--- src/rtl/spi_burst_master.sv ---
// SPI mode-3 burst master: internal SCLK divider, one command word then 1..MAX_BYTES data bytes.
// Optional SPI_MB_AUTO_EN: force the multi-byte command bit on reads longer than one byte.
module spi_burst_master #(
  parameter int ADDR_W    = 8,
  parameter int DATA_W    = 8,
  parameter int MAX_BYTES = 6,
  parameter int CLK_DIV   = 4,
  localparam int NB_W     = $clog2(MAX_BYTES + 1)
) (
  input  logic              spi_clk,
  input  logic              reset,
  input  logic              start,
  input  logic              rw,
  input  logic [ADDR_W-1:0] addr,
  input  logic [NB_W-1:0]   nbytes,
  input  logic [DATA_W-1:0] wdata,
  output logic              busy,
  output logic              done,
  output logic              rx_valid,
  output logic [DATA_W-1:0] rx_data,
  output logic [NB_W-1:0]   rx_index,
  output logic              SPI_SDI,
  input  logic              SPI_SDO,
  output logic              SPI_CSN,
  output logic              SPI_CLK
);

  localparam int TOT_MAX = ADDR_W + MAX_BYTES * DATA_W;
  localparam int BC_W    = $clog2(TOT_MAX + 1);
  localparam int DIV_W   = $clog2(CLK_DIV + 1);
  localparam int DB_W    = $clog2(DATA_W + 1);
  localparam int TX_W    = ADDR_W + DATA_W;

  typedef enum logic [2:0] {S_IDLE, S_SETUP, S_SHIFT, S_HOLD, S_DONE} state_t;

  state_t            state_q;
  logic              csn_q, sclk_q, sdi_q, busy_q, done_q, rx_valid_q;
  logic [DATA_W-1:0] rx_data_q, rx_sh_q;
  logic [NB_W-1:0]   rx_index_q, rx_cnt_q;
  logic [DIV_W-1:0]  div_cnt_q;
  logic [BC_W-1:0]   bit_cnt_q, last_q;
  logic [DB_W-1:0]   dbit_cnt_q;
  logic [TX_W-1:0]   tx_q;
  logic              phase_q, rw_q;

  logic [NB_W-1:0]   len_d;
  logic [ADDR_W-1:0] cmd_d;
  logic [BC_W-1:0]   last_d;
  logic [DATA_W-1:0] rx_sh_d;
  logic              half_end, sample_now;

  always_comb begin
    if (!rw || nbytes == '0)              len_d = NB_W'(1);
    else if (nbytes > NB_W'(MAX_BYTES))   len_d = NB_W'(MAX_BYTES);
    else                                  len_d = nbytes;
    cmd_d = addr;
    cmd_d[ADDR_W-1] = rw;
`ifdef SPI_MB_AUTO_EN
    if (rw && len_d > NB_W'(1)) cmd_d[ADDR_W-2] = 1'b1;
`endif
    last_d     = BC_W'(ADDR_W - 1) + BC_W'(len_d) * BC_W'(DATA_W);
    rx_sh_d    = (rx_sh_q << 1) | DATA_W'(SPI_SDO);
    half_end   = (div_cnt_q == DIV_W'(CLK_DIV - 1));
    // SDO is taken on the first cycle SCLK is visibly high, i.e. one edge after it rises
    sample_now = (state_q == S_SHIFT) && phase_q && (div_cnt_q == '0) && rw_q &&
                 (bit_cnt_q >= BC_W'(ADDR_W));
  end

  always_ff @(posedge spi_clk) begin
    if (!reset) begin
      state_q    <= S_IDLE;
      csn_q      <= 1'b1;
      sclk_q     <= 1'b1;
      sdi_q      <= 1'b1;
      busy_q     <= 1'b0;
      done_q     <= 1'b0;
      rx_valid_q <= 1'b0;
      rx_data_q  <= '0;
      rx_sh_q    <= '0;
      rx_index_q <= '0;
      rx_cnt_q   <= '0;
      div_cnt_q  <= '0;
      bit_cnt_q  <= '0;
      last_q     <= '0;
      dbit_cnt_q <= '0;
      tx_q       <= '0;
      phase_q    <= 1'b0;
      rw_q       <= 1'b0;
    end else begin
      done_q     <= 1'b0;
      rx_valid_q <= 1'b0;
      if (sample_now) begin
        if (dbit_cnt_q == DB_W'(DATA_W - 1)) begin
          rx_data_q  <= rx_sh_d;
          rx_valid_q <= 1'b1;
          rx_index_q <= rx_cnt_q;
          rx_cnt_q   <= rx_cnt_q + NB_W'(1);
          dbit_cnt_q <= '0;
        end else begin
          dbit_cnt_q <= dbit_cnt_q + DB_W'(1);
        end
        rx_sh_q <= rx_sh_d;
      end
      case (state_q)
        S_IDLE: begin
          csn_q  <= 1'b1;
          sclk_q <= 1'b1;
          sdi_q  <= 1'b1;
          if (start) begin
            state_q    <= S_SETUP;
            csn_q      <= 1'b0;
            busy_q     <= 1'b1;
            rw_q       <= rw;
            last_q     <= last_d;
            tx_q       <= rw ? {cmd_d, {DATA_W{1'b1}}} : {cmd_d, wdata};
            bit_cnt_q  <= '0;
            div_cnt_q  <= '0;
            dbit_cnt_q <= '0;
            rx_cnt_q   <= '0;
            rx_sh_q    <= '0;
            phase_q    <= 1'b0;
          end
        end
        S_SETUP: begin
          if (half_end) begin
            div_cnt_q <= '0;
            state_q   <= S_SHIFT;
            sclk_q    <= 1'b0;
            sdi_q     <= tx_q[TX_W-1];
            tx_q      <= {tx_q[TX_W-2:0], 1'b1};
          end else begin
            div_cnt_q <= div_cnt_q + DIV_W'(1);
          end
        end
        S_SHIFT: begin
          div_cnt_q <= half_end ? '0 : div_cnt_q + DIV_W'(1);
          if (half_end) begin
            if (!phase_q) begin
              phase_q <= 1'b1;
              sclk_q  <= 1'b1;
            end else begin
              phase_q <= 1'b0;
              if (bit_cnt_q == last_q) begin
                state_q <= S_HOLD;
              end else begin
                bit_cnt_q <= bit_cnt_q + BC_W'(1);
                sclk_q    <= 1'b0;
                sdi_q     <= tx_q[TX_W-1];
                tx_q      <= {tx_q[TX_W-2:0], 1'b1};
              end
            end
          end
        end
        S_HOLD: begin
          if (half_end) begin
            div_cnt_q <= '0;
            state_q   <= S_DONE;
            csn_q     <= 1'b1;
            sdi_q     <= 1'b1;
            done_q    <= 1'b1;
            busy_q    <= 1'b0;
          end else begin
            div_cnt_q <= div_cnt_q + DIV_W'(1);
          end
        end
        S_DONE:  state_q <= S_IDLE;
        default: state_q <= S_IDLE;
      endcase
    end
  end

  assign busy     = busy_q;
  assign done     = done_q;
  assign rx_valid = rx_valid_q;
  assign rx_data  = rx_data_q;
  assign rx_index = rx_index_q;
  assign SPI_SDI  = sdi_q;
  assign SPI_CSN  = csn_q;
  assign SPI_CLK  = sclk_q;

endmodule

--- config.mk ---
export PLATFORM = sky130hd
export DESIGN_NAME = spi_burst_master
export DESIGN_NICKNAME = d
export VERILOG_FILES = /design/src/rtl/spi_burst_master.sv
export SDC_FILE = /design/constraint.sdc
export NUM_CORES = 1
export LEC_CHECK = 0
export ABC_AREA = 1
export BUFFER_PORTS_ARGS = -buffer_cell sky130_fd_sc_hd__buf_2
export CORE_MARGIN = 2
export CORE_UTILIZATION = 55
export DETAILED_ROUTE_END_ITERATION = 8
export GPL_TIMING_DRIVEN = 0
export PLACE_DENSITY = 0.77
export SETUP_SLACK_MARGIN = 0.05
export SLEW_MARGIN = 20
export SYNTH_ARGS = -nofsm -noshare
export SYNTH_HDL_FRONTEND = slang
export SYNTH_SLANG_ARGS = --single-unit
--- constraint.sdc ---
create_clock -name spi_clk -period 1.9 [get_ports spi_clk]
set_input_delay 0.38 -clock spi_clk [delete_from_list [all_inputs] [get_ports spi_clk]]
set_output_delay 0.38 -clock spi_clk [all_outputs]
set_load 0.005 [all_outputs]
==> reports/results.ini, run 1 <==
[floorplan]
die_area_um2 = 6158
core.rowCount = 27
die_y_um = 78.48
fp.coreArea_um2 = 5439
initial_core_util_pct = 56.08
die_x_um = 78.48
top_level_ports = 41

[synth]
synth_edf_count = 0
synth_top_area_share_pct = 42.66
synth_top_flop_cell = dfxtp_1
yosysWarnings = 0
syn_area_um2 = 3050
syn-num-nets = 444
synth.largest_area_cell = dfxtp_1
yosysSeqAreaShare_pct = 42.66
synth.area.top_cells = dfxtp_1 43%, nand2_1 10%, nor2_1 7.5%
synth_cell_type_count = 39
ys_seq_elements = 65
synth_cells = 414
ys_async_sr_fraction_pct = 0
synth.avg_cell_area_um2 = 7.368

[global_route]
grt_pass1_wl_mm = 10.94
grt_use_total_pct = 22.45
grt_max_degree = 14
antenna_found_initial = 0
grt_pass1_vias = 2545
grt_overflow = 0

[critical_path]
path_cells = nor2_4, nand2_4, inv_4, nand2_1, inv_2, nand2_4, nor2_8, inv_2, buf_2, nand2_1, a21oi_1
startpoint_type = flop
crit_path_max_incr_delay_ns = 0.38
required_ns = 2.11
critPathSlowestCell = dfxtp_1
worstSetupPathType = reg -> reg
r2r_setup_slack_ns = 0.19
crit_path_end_kind = flop
crit_arrival_ns = 1.92
path_max_fanout = 10

[sta]
relSlewSlack_pct = 62.50
rsz0062_at_grt = false
fmax_ghz = 0.5851
final-setup-viol-count = 0
fin_tns_setup_ns = 0
hold_viol = 0
worst_pin_slew_ns = 0.5625
worst_hold_slack_ns = 0.2911
min_period_ns = 1.709
layout_worst_path_cycle_share_pct = 89.96
skew_ns = 0.005238
drv_slew = 0

[power]
p_leak_nw = 1.625
power.total_mw = 5.231
power_density_nw_per_um2 = 1462
ir_drop_mv = 0.7216

[finish]
num_antenna_cells = 0
final_common_cell = nand2_1
finalNonFillerCells = 540
syn_to_final_growth_pct = 17.31
final_cell_mix = 84 x nand2_1, 65 x dfxtp_1, 60 x nor2_1
drive_above_1_share_pct = 21.15
layout.nets = 493
fin_util_pct = 65.79

[cts]
cts.hold.buffers_added = 0
cts_tree = yes
postCtsSetupBuffers = 0
cts_sinks = 65
clkLatencyLatePin_ns = 0.34
h-tree-depth = 3
cts_max_path_buffers = 2
numCtsBuffers = 9
clk_pin_slew_ns = 0.08
root_buffer = clkbuf_8

[placed_design]
dp_cells = 524
hpwlAfterDp_mm = 4.626
io_buffer_count = 38
gp_congestion = 0.8509

[route]
routed_wl_mm = 6.512
ant_nets = 0
wl_per_cell_um = 12.06
num_vias = 2752
dr.pass1.iters = 4
vias_per_cell = 5.096
drtIter0Drc = 122
drc = 0

[hold_path]
min_path_type = in -> reg

[outcome]
status = finished, final reports clean

[job]
maxCapViolations = 0

logic make-up (layout without fill, tap and decap cells):
group	count (synthesis)	count (layout)	synth area share, %
AND/OR/NAND/NOR	218	218	33.72
AO/OA/AOI/OAI	70	70	12.51
flip-flops	65	65	42.66
buffers and inverters	51	105	7.506
adder cells (fa/ha/maj)	6	6	2.461
XOR/XNOR	4	4	1.149
per-layer routing:
metal / up-vias / wire length, um / global-route usage [%]
met5: - / 0 / 0
met4: 0 / 150 / 11.58
met3: 13 / 236 / 4.368
met2: 54 / 3074 / 38.62
met1: 1239 / 3050 / 26.52
li1: 1446 / - / -
worst max-delay path: cells and delay by family, from the launching register on:
| family | cells | cell delay, ns |
|---|---|---|
| simple gates | 6 | 0.69 |
| buf+inv | 4 | 0.44 |
| flops | 1 | 0.38 |
| compound gates | 1 | 0.06 |
metrics by stage:
step	instance area, um2	setup WS, ns
2_1_floorplan	3050	0.4022
3_3_place_gp	3331	0.1739
6_report	3578	0.1908
3_5_place_dp	3331	0.1058
5_1_grt	3578	0.06367
4_1_cts	3557	0.1037
registers in the layout, summed over array words and instances, names as in the netlist, 4 cells and up:
register,cells
dbit_cnt_q,4
bit_cnt_q,6
rx_data,8
rx_sh_q,7
tx_q,16
last_q,4
final timing paths:
path / startpoint / end / cells after the start
worst min register to register: SPI_CSN$_SDFFE_PN1P_ / SPI_CSN$_SDFFE_PN1P_ / 1
worst max-delay path: state_q[0]$_SDFFE_PN0P_ / rx_data[4]$_SDFFE_PN0P_ / 11
worst min-delay path: SPI_SDO / rx_data[0]$_SDFFE_PN0P_ / 3
worst max register to register: state_q[0]$_SDFFE_PN0P_ / rx_data[4]$_SDFFE_PN0P_ / 11
synthesized netlist by cell type (4+ instances only):
cell type	count
o21ai_0	21
nand2_2	7
clkbuf_1	4
nand2_1	84
nand3b_1	7
dfxtp_1	65
nor3_1	6
inv_1	24
inv_2	11
nand3_1	33
o21ai_1	8
nor2_2	4
o22ai_1	8
ha_1	6
a21oi_1	28
nor2_1	61
final cells by class:
type	count	area [um2]
multi-input cells	298	1541
fillers	474	1861
well taps	72	90.09
clock inverters	7	102.6
flip-flops and latches	65	1301
repair buffers	38	190.2
plain buffers	14	87.58
clock buffers	9	123.9
inverters	37	141.4
power breakdown:
group          internal [mW]  switching [mW]  leakage (nW)
logic                  0.809            1.35         0.984
registers               1.60           0.160         0.531
clock network          0.751           0.564         0.110
what timing repair did:
action | 4_1_cts | 5_1_grt
gates resized for setup | 0 | 4
setup endpoints to repair | 0 | 17
hold endpoints to repair | 0 | 0
Power figures use the tool's default switching activity.
==> run 2: changes to the inputs <==
clock period = 2.1 ns   (was 1.9 ns; I/O delays follow)
==> run 2 against run 1 <==
Core utilization decreased by 0.39 points. Count of clock-buffer cells in the layout unchanged. Setup slack improved by 0.11 ns. Critical path type unchanged. Sequential share of layout area increased by 0.22 points. Via count is 0.25% lower. Clock skew about the same. Critical endpoint is now bit_cnt_q[2]$_SDFFE_PN0P_. Power shrank 10%. Register-to-register slack improved by 0.11 ns. Largest cell class unchanged. Worst hold slack better by 0.040 ns.
==> reports/results.ini, run 2 (synthesis results as in run 1) <==
[global_route]
grt_max_degree = 14  ; unchanged
antenna_found_initial = 0  ; unchanged
grt_overflow = 0  ; unchanged
grt_use_total_pct = 22.45  ; unchanged
grt_pass1_vias = 2545  ; unchanged
grt_pass1_wl_mm = 10.94  ; unchanged

[sta]
rsz0062_at_grt = false  ; unchanged
drv_slew = 0  ; unchanged
relSlewSlack_pct = 62.16  ; was 62.50%
fmax_ghz = 0.5570  ; was 0.5851 GHz
fin_tns_setup_ns = 0  ; unchanged
skew_ns = 0.005657  ; was 0.005238 ns
layout_worst_path_cycle_share_pct = 85.49  ; was 89.96%
hold_viol = 0  ; unchanged
min_period_ns = 1.795  ; was 1.709 ns
worst_pin_slew_ns = 0.5675  ; was 0.5625 ns
worst_hold_slack_ns = 0.3311  ; was 0.2911 ns
final-setup-viol-count = 0  ; unchanged

[cts]
postCtsSetupBuffers = 0  ; unchanged
root_buffer = clkbuf_8  ; unchanged
clk_pin_slew_ns = 0.08  ; about the same
clkLatencyLatePin_ns = 0.34  ; about the same
cts_max_path_buffers = 2  ; unchanged
h-tree-depth = 3  ; unchanged
cts_tree = yes  ; unchanged
cts_sinks = 65  ; unchanged
numCtsBuffers = 9  ; unchanged
cts_resized = 0  ; unchanged
cts.hold.buffers_added = 0  ; unchanged

[route]
dr.pass1.iters = 4  ; unchanged
drc = 0  ; unchanged
drtIter0Drc = 124  ; was 122
wl_per_cell_um = 12.02  ; was 12.06 um
vias_per_cell = 5.083  ; was 5.096
num_vias = 2745  ; was 2,752
routed_wl_mm = 6.490  ; was 6.512 mm
ant_nets = 0  ; unchanged

[placed_design]
io_buffer_count = 38  ; unchanged
placed_area_um2 = 3331  ; unchanged
gp_congestion = 0.8509  ; unchanged
hpwlAfterDp_mm = 4.626  ; unchanged

[floorplan]
die_y_um = 78.48  ; unchanged
core.rowCount = 27  ; unchanged
fp.coreArea_um2 = 5439  ; unchanged
die_area_um2 = 6158  ; unchanged
initial_core_util_pct = 56.08  ; unchanged
top_level_ports = 41  ; unchanged
die_x_um = 78.48  ; unchanged

[critical_path]
startpoint_type = flop  ; unchanged
crit_path_end_kind = flop  ; unchanged
crit_arrival_ns = 2.00  ; was 1.92 ns
worstSetupPathType = reg -> reg  ; unchanged
path_max_fanout = 10  ; unchanged
path_cells = ha_1, inv_1, nor2_1, nor2_1, nor2_2, nand2_1, nand2_1, a21oi_1  ; was nor2_4, nand2_4, inv_4, nand2_1, inv_2, nand2_4, nor2_8, inv_2, buf_2, nand2_1, a21oi_1
crit_buf_inv = 1  ; was 4
required_ns = 2.31  ; was 2.11 ns
path_delay_family = simple AND/OR/NAND/NOR gates  ; unchanged
critPathSlowestCell = nor2_2  ; was dfxtp_1
crit_path_max_incr_delay_ns = 0.37  ; was 0.38 ns

[finish]
regMostFlops = tx_q  ; unchanged
final_cell_mix = 84 x nand2_1, 65 x dfxtp_1, 61 x nor2_1  ; was 84 x nand2_1, 65 x dfxtp_1, 60 x nor2_1
syn_to_final_growth_pct = 16.61  ; was 17.31%
num_antenna_cells = 0  ; unchanged
final_common_cell = nand2_1  ; unchanged
drive_above_1_share_pct = 20.94  ; was 21.15%
largest_reg_flops = 16  ; unchanged
fin_area_um2 = 3557  ; was 3578 um2
layout.nets = 493  ; unchanged

[power]
power.total_mw = 4.697  ; was 5.231 mW
p_leak_nw = 1.621  ; was 1.625 nW
ir_drop_mv = 0.6398  ; was 0.7216 mV
power_density_nw_per_um2 = 1320  ; was 1462 nW/um2

[hold_path]
min_path_type = in -> reg  ; unchanged

[outcome]
status = finished, final reports clean  ; unchanged

[job]
maxCapViolations = 0  ; unchanged

run 2: where the power goes:
part	internal (mW)	leakage [nW]	switching (mW)
combinational	0.722	0.980	1.20
sequential	1.44	0.531	0.144
clock	0.680	0.110	0.510
total	2.85	1.62	1.85
run 2: path summary, 6_finish.rpt:
check                                                from                   endpoint  slack [ns]  depth (start not counted)
worst min-delay path                              SPI_SDO    rx_data[0]$_SDFFE_PN0P_        0.33                          3
worst max register to register  div_cnt_q[1]$_SDFFE_PN0P_  bit_cnt_q[2]$_SDFFE_PN0P_        0.30                          8
worst min register to register       SPI_CSN$_SDFFE_PN1P_       SPI_CSN$_SDFFE_PN1P_        0.46                          1
worst max-delay path            div_cnt_q[1]$_SDFFE_PN0P_  bit_cnt_q[2]$_SDFFE_PN0P_        0.30                          8
run 2: tightest hold or removal path, cell delays in order:
cell     delay (ns)
buf_2          0.07
inv_1          0.04
o21ai_1        0.11
run 2: area by class of cell:
type	count	area [um2]
tap	72	90.09
buffer	14	87.58
timing repair buffer	38	190.2
clock buffer	9	123.9
sequential	65	1301
multi-input combinational	298	1520
fill	479	1882
inverter	37	141.4
clock inverter	7	102.6
run 2: per-stage QoR:
step | utilization, % | instances | setup WS, ns
2_1_floorplan | - | 414 | 0.6022
3_3_place_gp | 61.24 | 524 | 0.3739
3_5_place_dp | 61.24 | 524 | 0.3058
4_1_cts | 65.40 | 540 | 0.3037
5_1_grt | 65.40 | 540 | 0.08322
6_report | 65.40 | 540 | 0.3048
run 2: routing by layer:
metal	global-route usage (%)	vias up	share of wire [%]	routed length [um]
li1	-	1446	-	-
met5	0	-	0	0
met3	4.368	14	3.6	231
met1	26.52	1236	46	3003
met4	11.58	0	2.1	139
met2	38.62	49	48	3116
==> run 3: changes to the inputs <==
ABC_AREA = default   (was 1)
CORE_ASPECT_RATIO = 0.5   (was default)
==> run 3 against run 2 <==
Final area decreased by 1.1%. Clock power decreased by 13%. Combinational power decreased by 83%. Clock skew increased by 0.0013 ns.
==> reports/results.ini, run 3 <==
[critical_path]
required_ns = 2.35  ; was 2.31 ns
crit_path_max_incr_delay_ns = 0.42  ; was 0.37 ns
crit_path_end_kind = flop  ; unchanged
r2r_setup_slack_ns = 0.17  ; was 0.30 ns
crit_buf_inv = 2  ; was 1
r2r_start = bit_cnt_q[0]$_SDFFE_PN0P_  ; was div_cnt_q[1]$_SDFFE_PN0P_
startpoint = bit_cnt_q[0]$_SDFFE_PN0P_  ; was div_cnt_q[1]$_SDFFE_PN0P_
worstSetupPathType = reg -> reg  ; unchanged
crit_arrival_ns = 2.19  ; was 2.00 ns
cp_common_cell = buf_6
path_max_fanout = 10  ; unchanged
path_delay_family = simple AND/OR/NAND/NOR gates  ; unchanged
critPathSlowestCell = or3_4  ; was nor2_2
critical_path_depth = 7  ; was 8
worst-r2r-cell-count = 7  ; was 8
path_cells = nor4_1, a21oi_1, or3_4, and2_4, buf_6, buf_6, a311oi_2  ; was ha_1, inv_1, nor2_1, nor2_1, nor2_2, nand2_1, nand2_1, a21oi_1
worstSetupEndpoint = tx_q[14]$_SDFFE_PN0P_  ; was bit_cnt_q[2]$_SDFFE_PN0P_
timing.rr.end = tx_q[14]$_SDFFE_PN0P_  ; was bit_cnt_q[2]$_SDFFE_PN0P_
startpoint_type = flop  ; unchanged

[route]
vias_per_cell = 5.504  ; was 5.083
dr.pass1.iters = 5  ; was 4
drc = 0  ; unchanged
ant_nets = 0  ; unchanged
wl_per_cell_um = 13.85  ; was 12.02 um
routed_wl_mm = 6.398  ; was 6.490 mm
drtIter0Drc = 174  ; was 124
num_vias = 2543  ; was 2,745

[synth]
yosysWarnings = 0  ; unchanged
ys_seq_elements = 65  ; unchanged
synth_edf_count = 0  ; unchanged
syn-num-nets = 364  ; was 444
ys_async_sr_fraction_pct = 0  ; unchanged
syn_area_um2 = 3003  ; was 3050 um2
synth_cell_type_count = 44  ; was 39
synthMostInstantiatedCell = dfxtp_1  ; was nand2_1
synth_top_flop_cell = dfxtp_1  ; unchanged
synth.largest_area_cell = dfxtp_1  ; unchanged
synth_cells = 334  ; was 414
synth_commonest_cells = 65 x dfxtp_1, 42 x nand2_1, 35 x nor2_1  ; was 84 x nand2_1, 65 x dfxtp_1, 61 x nor2_1
yosysSeqAreaShare_pct = 43.33  ; was 42.66%
synth_top_area_share_pct = 43.33  ; was 42.66%
synth.avg_cell_area_um2 = 8.991  ; was 7.368 um2
synth.area.top_cells = dfxtp_1 43%, mux2i_1 9.7%, nand2_1 5.2%  ; was dfxtp_1 43%, nand2_1 10%, nor2_1 7.5%

[power]
power_frac_seq_pct = 49.2  ; was 33.8%
switchingPower_mw = 0.6898  ; was 1.851 mW
ir_drop_mv = 0.4606  ; was 0.6398 mV
p_leak_nw = 1.373  ; was 1.621 nW
internal_power_mw = 2.010  ; was 2.846 mW
combPwrFrac_pct = 12.2  ; was 40.8%
power_density_nw_per_um2 = 767.0  ; was 1320 nW/um2
clock_power_share_pct = 38.6  ; was 25.3%
netSwitchingFraction_pct = 25.55  ; was 39.41%

[finish]
layout.nets = 417  ; was 493
fin_area_um2 = 3520  ; was 3557 um2
fin_util_pct = 69.15  ; was 65.40%
regMostFlops = tx_q  ; unchanged
drive_above_1_share_pct = 20.92  ; was 20.94%
syn_to_final_growth_pct = 17.21  ; was 16.61%
final_cell_mix = 65 x dfxtp_1, 42 x nand2_1, 41 x buf_2  ; was 84 x nand2_1, 65 x dfxtp_1, 61 x nor2_1
final_common_cell = dfxtp_1  ; was nand2_1
num_antenna_cells = 0  ; unchanged
largest_reg_flops = 16  ; unchanged

[sta]
final-setup-viol-count = 0  ; unchanged
rsz0062_at_grt = true  ; was false
fmax_ghz = 0.5168  ; was 0.5570 GHz
drv_slew = 0  ; unchanged
layout_worst_path_cycle_share_pct = 92.14  ; was 85.49%
skew_ns = 0.007006  ; was 0.005657 ns
worst_pin_slew_ns = 0.8083  ; was 0.5675 ns
hold_viol = 0  ; unchanged
worst_hold_slack_ns = 0.3411  ; was 0.3311 ns
min_period_ns = 1.935  ; was 1.795 ns
fin_ws_ns = 0.1651  ; was 0.3048 ns
relSlewSlack_pct = 45.70  ; was 62.16%
fin_tns_setup_ns = 0  ; unchanged

[cts]
cts_max_path_buffers = 2  ; unchanged
root_buffer = clkbuf_8  ; unchanged
cts_tree = yes  ; unchanged
h-tree-depth = 3  ; unchanged
cts_sinks = 65  ; unchanged
clk_pin_slew_ns = 0.07  ; was 0.08 ns
numCtsBuffers = 9  ; unchanged
clkLatencyLatePin_ns = 0.34  ; about the same

[floorplan]
die_area_um2 = 6103  ; was 6158 um2
top_level_ports = 41  ; unchanged
die_y_um = 56.25  ; was 78.48 um
initial_core_util_pct = 59.00  ; was 56.08%
fp.coreArea_um2 = 5090  ; was 5439 um2
die_x_um = 108.5  ; was 78.48 um
core.rowCount = 18  ; was 27

[hold_path]
hold_depth = 3  ; unchanged
min_path_type = in -> reg  ; unchanged
hold_start = addr[2]  ; was SPI_SDO

[placed_design]
gp_congestion = 0.8974  ; was 0.8509
io_buffer_count = 38  ; unchanged
dpl_worst_slack_ns = -0.1148  ; was 0.3058 ns
placed_area_um2 = 3281  ; was 3331 um2
hpwlAfterDp_mm = 4.583  ; was 4.626 mm

[global_route]
antenna_found_initial = 0  ; unchanged
grt_use_total_pct = 22.29  ; was 22.45%
grt_overflow = 0  ; unchanged
grt_pass1_wl_mm = 10.61  ; was 10.94 mm
grt_pass1_vias = 2333  ; was 2,545
grt_max_degree = 12  ; was 14

[job]
maxCapViolations = 0  ; unchanged

[outcome]
status = finished, final reports clean  ; unchanged

==> run 3: cell types whose count changed after synthesis, sizes merged, moves of 11 or more <==
| cell | previous run | this run |
|---|---|---|
| inv | 36 | 6 |
| nand2 | 94 | 42 |
| nand3 | 35 | 13 |
| or3 | 0 | 11 |
| o21ai | 30 | 12 |
| nor2 | 69 | 36 |
| mux2i | 0 | 29 |
==> run 3: stage by stage <==
step | power, mW | instances
6_report | 2.700 | 462
5_1_grt | 2.826 | 462
4_1_cts | 2.717 | 459
3_3_place_gp | 1.663 | 442
2_1_floorplan | 1.586 | 334
3_5_place_dp | 1.678 | 442
==> run 3: layer usage <==
| metal | track usage (%) | vias to the layer above | share of wire (%) |
|---|---|---|---|
| li1 | - | 1283 | - |
| met3 | 7.085 | 13 | 6.2 |
| met2 | 34.38 | 72 | 47 |
| met4 | 10.62 | 0 | 1.4 |
| met5 | 0 | - | 0 |
| met1 | 28.35 | 1175 | 46 |
==> run 3: area by class of cell <==
class / instances / area (um2)
timing repair buffer: 42 / 220.2
sequential: 65 / 1301
multi-input combinational: 240 / 1555
clock buffer: 11 / 141.4
buffer: 23 / 136.4
clock inverter: 5 / 55.05
fill: 423 / 1570
tap: 70 / 87.58
inverter: 6 / 22.52
==> run 3: worst min-delay path by stage <==
stage	endpoint	slack [ns]
2_1_floorplan	tx_q[1]$_SDFFE_PN0P_	0.43
3_3_place_gp	tx_q[3]$_SDFFE_PN0P_	0.44
3_5_place_dp	tx_q[3]$_SDFFE_PN0P_	0.45
4_1_cts	tx_q[10]$_SDFFE_PN0P_	0.33
5_1_grt	tx_q[10]$_SDFFE_PN0P_	0.34
6_report	tx_q[10]$_SDFFE_PN0P_	0.34
==> run 3: kinds of logic after synthesis <==
family,count (synthesis),share of synthesized area (%)
AND/OR/NAND/NOR,129,21.17
multiplexers,29,9.667
flip-flops,65,43.33
XOR/XNOR,9,2.625
buffers and inverters,29,5.250
AO/OA/AOI/OAI,67,15.46
adder cells (fa/ha/maj),6,2.500
==> run 3: power groups by stage <==
stage               logic, mW  clock network, mW  registers (mW)
floorplan               0.239                  0            1.35
global placement        0.311                  0            1.35
detailed placement      0.323                  0            1.36
CTS                     0.328               1.06            1.33
global route            0.366               1.13            1.33
finish                  0.330               1.04            1.33
==> run 3: repair_timing <==
item,4_1_cts,5_1_grt
buffers inserted,1,3
gates resized for setup,0,5
pin swaps,2,1
hold buffers,0,0
endpoints found under the setup margin,13,18
==> run 3: worst reg2reg max path: cells and delay by family (launching register included) <==
| kind | cells | cell delay [ns] |
|---|---|---|
| compound gates | 2 | 0.37 |
| simple gates | 3 | 0.86 |
| flops | 1 | 0.36 |
| buf+inv | 2 | 0.28 |
